File: src/rtl/id_ex_operand_stage.sv
// ID/EX operand stage: forwards, selects imm/subtract, and holds a 2-entry skid buffer in front of the EX adder.
// Latency 1 cycle from accept to A/B/Cin; in_ready is registered and drops only when both entries are held.
module id_ex_operand_stage #(
    parameter int XLEN   = 64,
    parameter int REGIDX = 5
) (
    input  logic              Clk,
    input  logic              Rst,
    input  logic              flush,
    input  logic              in_valid,
    output logic              in_ready,
    input  logic [XLEN-1:0]   in_rs1_val,
    input  logic [XLEN-1:0]   in_rs2_val,
    input  logic [XLEN-1:0]   in_imm,
    input  logic [REGIDX-1:0] in_rs1_idx,
    input  logic [REGIDX-1:0] in_rs2_idx,
    input  logic [REGIDX-1:0] in_rd_idx,
    input  logic              in_use_imm,
    input  logic              in_sub,
    input  logic              exm_wr,
    input  logic [REGIDX-1:0] exm_rd,
    input  logic [XLEN-1:0]   exm_data,
    input  logic              mwb_wr,
    input  logic [REGIDX-1:0] mwb_rd,
    input  logic [XLEN-1:0]   mwb_data,
    output logic              out_valid,
    input  logic              out_ready,
    output logic [XLEN-1:0]   A,
    output logic [XLEN-1:0]   B,
    output logic              Cin,
    output logic [REGIDX-1:0] out_rd_idx
);

    typedef struct packed {
        logic [XLEN-1:0]   a;
        logic [XLEN-1:0]   b;
        logic              cin;
        logic [REGIDX-1:0] rd;
    } entry_t;

    typedef enum logic [1:0] {EMPTY, ONE, FULL} occ_t;

    occ_t            state;
    entry_t          main_q;
    entry_t          skid_q;
    entry_t          new_entry;
    logic [XLEN-1:0] rs1_res;
    logic [XLEN-1:0] rs2_res;
    logic [XLEN-1:0] b_raw;
    logic            accept;

    assign accept = in_valid & in_ready;

    // EX/MEM is younger than MEM/WB, so it takes priority; x0 is hardwired zero and never forwarded.
    always_comb begin
        rs1_res = in_rs1_val;
        if (in_rs1_idx != '0 && exm_wr && exm_rd == in_rs1_idx)
            rs1_res = exm_data;
        else if (in_rs1_idx != '0 && mwb_wr && mwb_rd == in_rs1_idx)
            rs1_res = mwb_data;

        rs2_res = in_rs2_val;
        if (in_rs2_idx != '0 && exm_wr && exm_rd == in_rs2_idx)
            rs2_res = exm_data;
        else if (in_rs2_idx != '0 && mwb_wr && mwb_rd == in_rs2_idx)
            rs2_res = mwb_data;

        b_raw         = in_use_imm ? in_imm : rs2_res;
        new_entry.a   = rs1_res;
        new_entry.b   = in_sub ? ~b_raw : b_raw;
        new_entry.cin = in_sub;
        new_entry.rd  = in_rd_idx;
    end

    always_ff @(posedge Clk) begin
        if (Rst) begin
            state     <= EMPTY;
            main_q    <= '0;
            skid_q    <= '0;
            out_valid <= 1'b0;
            in_ready  <= 1'b1;
        end else if (flush) begin
            state     <= EMPTY;
            out_valid <= 1'b0;
            in_ready  <= 1'b1;
        end else begin
            case (state)
                EMPTY: if (accept) begin
                    main_q    <= new_entry;
                    state     <= ONE;
                    out_valid <= 1'b1;
                end
                ONE: begin
                    if (accept && out_ready) begin
                        main_q <= new_entry;
                    end else if (accept) begin
                        skid_q   <= new_entry;
                        state    <= FULL;
                        in_ready <= 1'b0;
                    end else if (out_ready) begin
                        state     <= EMPTY;
                        out_valid <= 1'b0;
                    end
                end
                FULL: if (out_ready) begin
                    main_q   <= skid_q;
                    state    <= ONE;
                    in_ready <= 1'b1;
                end
                default: begin
                    state     <= EMPTY;
                    out_valid <= 1'b0;
                    in_ready  <= 1'b1;
                end
            endcase
        end
    end

    assign A          = main_q.a;
    assign B          = main_q.b;
    assign Cin        = main_q.cin;
    assign out_rd_idx = main_q.rd;

endmodule

File: config.mk
export PLATFORM = sky130hd
export DESIGN_NAME = id_ex_operand_stage
export DESIGN_NICKNAME = d
export VERILOG_FILES = /design/src/rtl/id_ex_operand_stage.sv
export SDC_FILE = /design/constraint.sdc
export NUM_CORES = 1
export LEC_CHECK = 0
export BUFFER_PORTS_ARGS = -buffer_cell sky130_fd_sc_hd__buf_2
export CORE_MARGIN = 2
export CORE_UTILIZATION = 40
export CTS_BUF_LIST = sky130_fd_sc_hd__clkbuf_8
export CTS_CLUSTER_DIAMETER = 200
export DETAILED_ROUTE_END_ITERATION = 10
export PLACE_DENSITY_LB_ADDON = 0.08
export SLEW_MARGIN = 20
export SYNTH_ARGS = -nofsm -noshare
export SYNTH_HDL_FRONTEND = slang
export SYNTH_SLANG_ARGS = --single-unit
File: constraint.sdc
create_clock -name Clk -period 3.5 [get_ports Clk]
set_input_delay 0.35 -clock Clk [delete_from_list [all_inputs] [get_ports Clk]]
set_output_delay 0.35 -clock Clk [all_outputs]
set_load 0.005 [all_outputs]
Yosys cells after proc, flatten, opt, wreduce, memory -nomap -nowiden
Index checks and enable logic that the tools add are counted.
Word-level totals
  input port bits: 354
  output and inout bits: 136
  logic and storage cells: 75
  bits in registers: 272
Cells by class
  bitwise gates (word level): 6
  reduce and logical (&&, ||, !) cells: 19
  eq/ne operators: 14
  muxes and demuxes: 25
Operators by type and width (number)
  134-bit 2-to-1 mux: 3
  134-bit one-hot mux with 3 select lines: 1
  64-bit 2-to-1 mux: 6
  64-bit NOT: 1
  5-bit equality test: 4
  2-bit != test (second input constant): 7
  4-bit AND reduction: 3
  2-bit 2-to-1 mux: 5
  5-bit AND reduction: 2
  5-bit nonzero test: 2
  1-bit logical AND: 9
  1-bit 2-to-1 mux: 7
  1-bit one-hot mux with 3 select lines: 2
  2-bit one-hot mux with 3 select lines: 1
  1-bit NOT: 4
  3-bit != test (second input constant): 1
  3-bit nonzero test: 1
  2-bit by 1-bit equality test with 1-bit output (second input constant): 1
  2-bit equality test (second input constant): 1
  2-bit zero test: 1
  2-bit OR reduction: 1
  1-bit bitwise AND: 1

Depth between registers and ports, before layout
  depth after elaboration: 10
  gate-level depth with buffers: 8
  gate-level depth less buffers: 6

Worst setup path after synthesis
Ideal clock, no wire load.
  path kind: input-to-reg
  start point: in in_rs2_idx[1]
  end point: reg skid_q[32] (netlist name)
  data required time: 3424 ps
  arrival time: 2248 ps
  stages: 7
  slack: 1176 ps
  buffers on the path: 1
  setup time: 76 ps
  cell sequence: or4_4 > o211ai_4 > buf_6 > o21ai_0 > a311oi_2 > mux2_2 > o22ai_1
Between the ends
  cells in the longest elaborated chain, start to end: 8
  elaborated cells between the ends (all ways): 12
  those cells by class: 2 x eq/ne; 4 x mux; 1 x bitwise; 5 x reduce/logical
RTL lines
  start, declared: line 16  | input logic [REGIDX-1:0] in_rs2_idx,
  5-bit nonzero test: line 63, 65
  1-bit logical AND (2 in a row): line 65  | else if (in_rs2_idx != '0 && mwb_wr && mwb_rd == in_rs2_idx)
  64-bit 2-to-1 mux: line 65
  64-bit 2-to-1 mux (*): line 63  | if (in_rs2_idx != '0 && exm_wr && exm_rd == in_rs2_idx)
  64-bit 2-to-1 mux (*): line 68  | b_raw = in_use_imm ? in_imm : rs2_res;
  64-bit NOT: line 70  | new_entry.b = in_sub ? ~b_raw : b_raw;
  64-bit 2-to-1 mux (*): line 70
  end signal, assigned: line 97  | skid_q <= new_entry;
  end, declared: line 45  | entry_t skid_q;
Mark *: on every way between the ends. The rest lies on a longest branch, timed or not.
A chain may end at the register's enable or synchronous reset.

Final worst setup path
  start point: reg state[0]
  end point: reg skid_q[29] (netlist name)
Between the ends
  cells in the longest elaborated chain, start to end: 2
RTL lines
  start, declared: line 43  | occ_t state;
  start signal, assigned: line 77  | state <= EMPTY;
  start signal, assigned: line 83  | state <= EMPTY;
  start signal, assigned: line 90  | state <= ONE;
  2-bit by 1-bit equality test with 1-bit output: line 87  | case (state)
  4-bit AND reduction (no source line)
Every way passes these cells.

==> run_results.csv <==
group,metric,value,unit
power,vdd_drop_max,0.232,mV
synthesis,yosysSeqAreaShare,0.312,
synthesis,synth-simple-area-share,0.267,
clock_network,cts.sinks,272,
timing,rsz0062_at_grt,"no",
route,vias,21267,
floorplanning,die_h,213,um
timing,setup_violations,0,
power,seq_power_share,0.398,
floorplanning,core,0.0431,mm^2
global_route,grt_max_degree,143,
power,clkPwrFrac,0.392,
placed_design,hpwl,50.3,mm
synthesis,postSynthAreaPerCell,7.32,um^2
critical_path,cp.arrival,2910,ps
synthesis,yosys.area.top_type,"dfxtp_1",
timing,max-slew-margin-rel,0.252,
synthesis,synth_compound_area_frac,0.303,
synthesis,synth-seq-cells,272,
critical_path,start_kind,"flop",
clock_network,numCtsBuffers,54,
critical_path,path_max_fanout,49,
cells_and_area,drive_gt1_frac,0.275,
synthesis,netlist.area_leader.share,0.312,
power,leakage,0.00811,uW
route,firstDrtPassIters,7,
timing,finalMaxSlewViolations,0,
timing,worst_slew_pin_slew,1120,ps
floorplanning,die_area,0.0453,mm^2
route,wl_per_cell,24.3,um
floorplanning,floorplan.initialDensity,0.405,
route,antenna_left,0,
global_route,grt_pass1_wl,121,mm
power,power.density,386,mW/mm^2
floorplanning,rows,76,
floorplanning,pin_count,490,
power,switchingPower,2680,uW
global_route,antenna_found_initial,21,
critical_path,crit_type,"reg -> reg",
timing,tns,0,ps
clock_network,clk_pin_slew,60,ps
power,pwr-share-comb,0.210,
synthesis,synth_top_family_by_area,"compound AO/OA/AOI/OAI gates",
clock_network,htreeDepth,2,
placed_design,io_buffers,489,
critical_path,worstPathRequired,4050,ps
run_status,status,"finished clean",
clock_network,cts_buffer_depth,3,
timing,fin_skew,33.1,ps
timing,hold_viol,0,
power,internal_power,5610,uW
floorplanning,fp.dieW,213,um
synthesis,netlist_instances,2382,
critical_path,endpoint_kind,"flop",
min_path,min-delay-path-class,"in -> reg",
synthesis,synth_area_leaders,"dfxtp_1 (31%), nand2_1 (12%), a311oi_1 (6.9%)",
clock_network,cts_tree,"yes",
cells_and_area,area_growth,23.0,%
synthesis,synthMuxAreaShare,0.0413,
global_route,track_usage,0.347,
synthesis,synth_nets,2736,
run,max_cap_viol_count,0,
global_route,grt_pass1_vias,20454,
cells_and_area,layout.nets,3074,
timing,finalCritPeriodShare,0.675,
timing,fmax,0.424,GHz
clock_network,clk_latency,660,ps
cells_and_area,final_util,0.498,
synthesis,synth_cell_types,46,
timing,min_period,2360,ps
route,drt_iter0_markers,1962,
synthesis,syn-cell-area,0.0174,mm^2
synthesis,synth_xor_area_frac,0.0110,
placed_design,routabilityCongestion,0.889,
global_route,grt_remaining_overflow,0,
power,switching_share,0.324,
synthesis,synthAdderAreaFrac,0,
route,drc,0,
synthesis,yosys_warnings,0,
clock_network,ctsRootBufferMaster,"clkbuf_8",
route,routed_wl,81.7,mm
route,vias_per_cell,6.34,
## registers in the layout (all words and copies together), names as in the netlist
register	count
A	64
B	64
Cin	1
in_ready	1
out_rd_idx	5
out_valid	1
skid_q	134
state	2
## Yosys cell counts, drive strengths merged
library cell  instances
nand2               539
a311oi              197
nor3                133
and3                 64
o21ai               130
mux2                 63
and3b                 1
mux2i                 1
or2                   3
nor3b                63
nand4b                1
o211a                 2
o22ai                63
or4                   2
buf                  76
dfxtp               272
a31oi                66
xnor2                20
o211ai               67
a21oi               136
clkbuf              193
inv                   1
nor4                  2
nand3b                1
nor2b                 2
nor2                 78
nand4                 4
a211oi                1
nand2b                4
a22oi                 2
nand3               128
and4                  2
o31ai                63
xor2                  2
## layer usage
layer | GRT usage | wire [um] | up-vias
li1 | - | - | 9540
met5 | 0 | 125 | -
met4 | 0.200 | 4400 | 20
met2 | 0.548 | 36800 | 1290
met3 | 0.0830 | 8180 | 297
met1 | 0.433 | 32200 | 10120
## per-stage QoR
step / power [uW] / hold slack (ps) / setup WS (ps) / instances / instance area [um^2]
after CTS: 8310 / 0.837 / 1160 / 3342 / 21400
after global placement: 5040 / 434 / 688 / 3237 / 20300
after detailed placement: 5050 / 440 / 647 / 3237 / 20300
final: 8290 / 39.4 / 1140 / 3356 / 21400
after global routing: 8600 / 46.3 / 1030 / 3349 / 21400
after floorplan: 4260 / 429 / 1180 / 2382 / 17400
## critical path: stages, from the launching register on
cell and delay (ps):
dfxtp_1 480, nand2b_1 210, nor4_4 480, buf_4 590, and3_1 250, a21oi_1 40, o22ai_1 150
## worst paths after layout
check                              from                      end  slack (ps)  cells past startpoint
setup / recovery  state[0]$_SDFFE_PP0P_  skid_q[29]$_SDFFE_PP0P_        1140                      6
hold reg to reg      B[59]$_SDFFE_PP0P_       B[59]$_SDFFE_PP0P_         450                      2
hold / removal               in_imm[47]       B[47]$_SDFFE_PP0P_          40                      4
setup reg to reg  state[0]$_SDFFE_PP0P_  skid_q[29]$_SDFFE_PP0P_        1140                      6
## cell type report
| type | instances | area (um^2) |
|---|---|---|
| Antenna cell | 14 | 35.0 |
| Clock buffer | 65 | 895 |
| Clock inverter | 28 | 140 |
| Fill cell | 4392 | 21600 |
| Inverter | 1 | 3.75 |
| Multi-Input combinational cell | 1840 | 11000 |
| Sequential cell | 272 | 5450 |
| Tap cell | 585 | 732 |
| Timing Repair Buffer | 551 | 3220 |
## power by group through the flow
stage	Combinational (uW)	Sequential [uW]	Clock [uW]
2_1_floorplan	909	3360	0
3_3_place_gp	1680	3360	0
3_5_place_dp	1690	3360	0
4_1_cts	1710	3300	3300
5_1_grt	1860	3310	3430
6_report	1740	3300	3250
## logic make-up after synthesis
kind of cell              Yosys count
and+or+nand+nor                  1027
AOI/OAI and AO/OA                 727
DFF                               272
buffers and inverters             270
muxes                              64
xor gates and xnor gates           22
## layout by cell type (no fill, tap or decap), types with 64 or more instances in the layout
cell type  netlist  layout
a21oi_1        136     136
a311oi_1       137     137
a31oi_1         66      66
buf_2           29     486
clkbuf_8         0      65
dfxtp_1        272     272
nand2_1        539     538
nand3_1        128     128
nor2_1          78      76
nor3_1         132     132
o211ai_1        64      64
o21ai_0        103     103
## repair_timing
| item | 4_1_cts | 5_1_grt |
|---|---|---|
| resized for setup | 0 | 0 |
| buffers inserted | 0 | 0 |
| hold buffers | 12 | 0 |
| hold endpoints to repair | 17 | 0 |
Power figures use the tool's default switching activity.
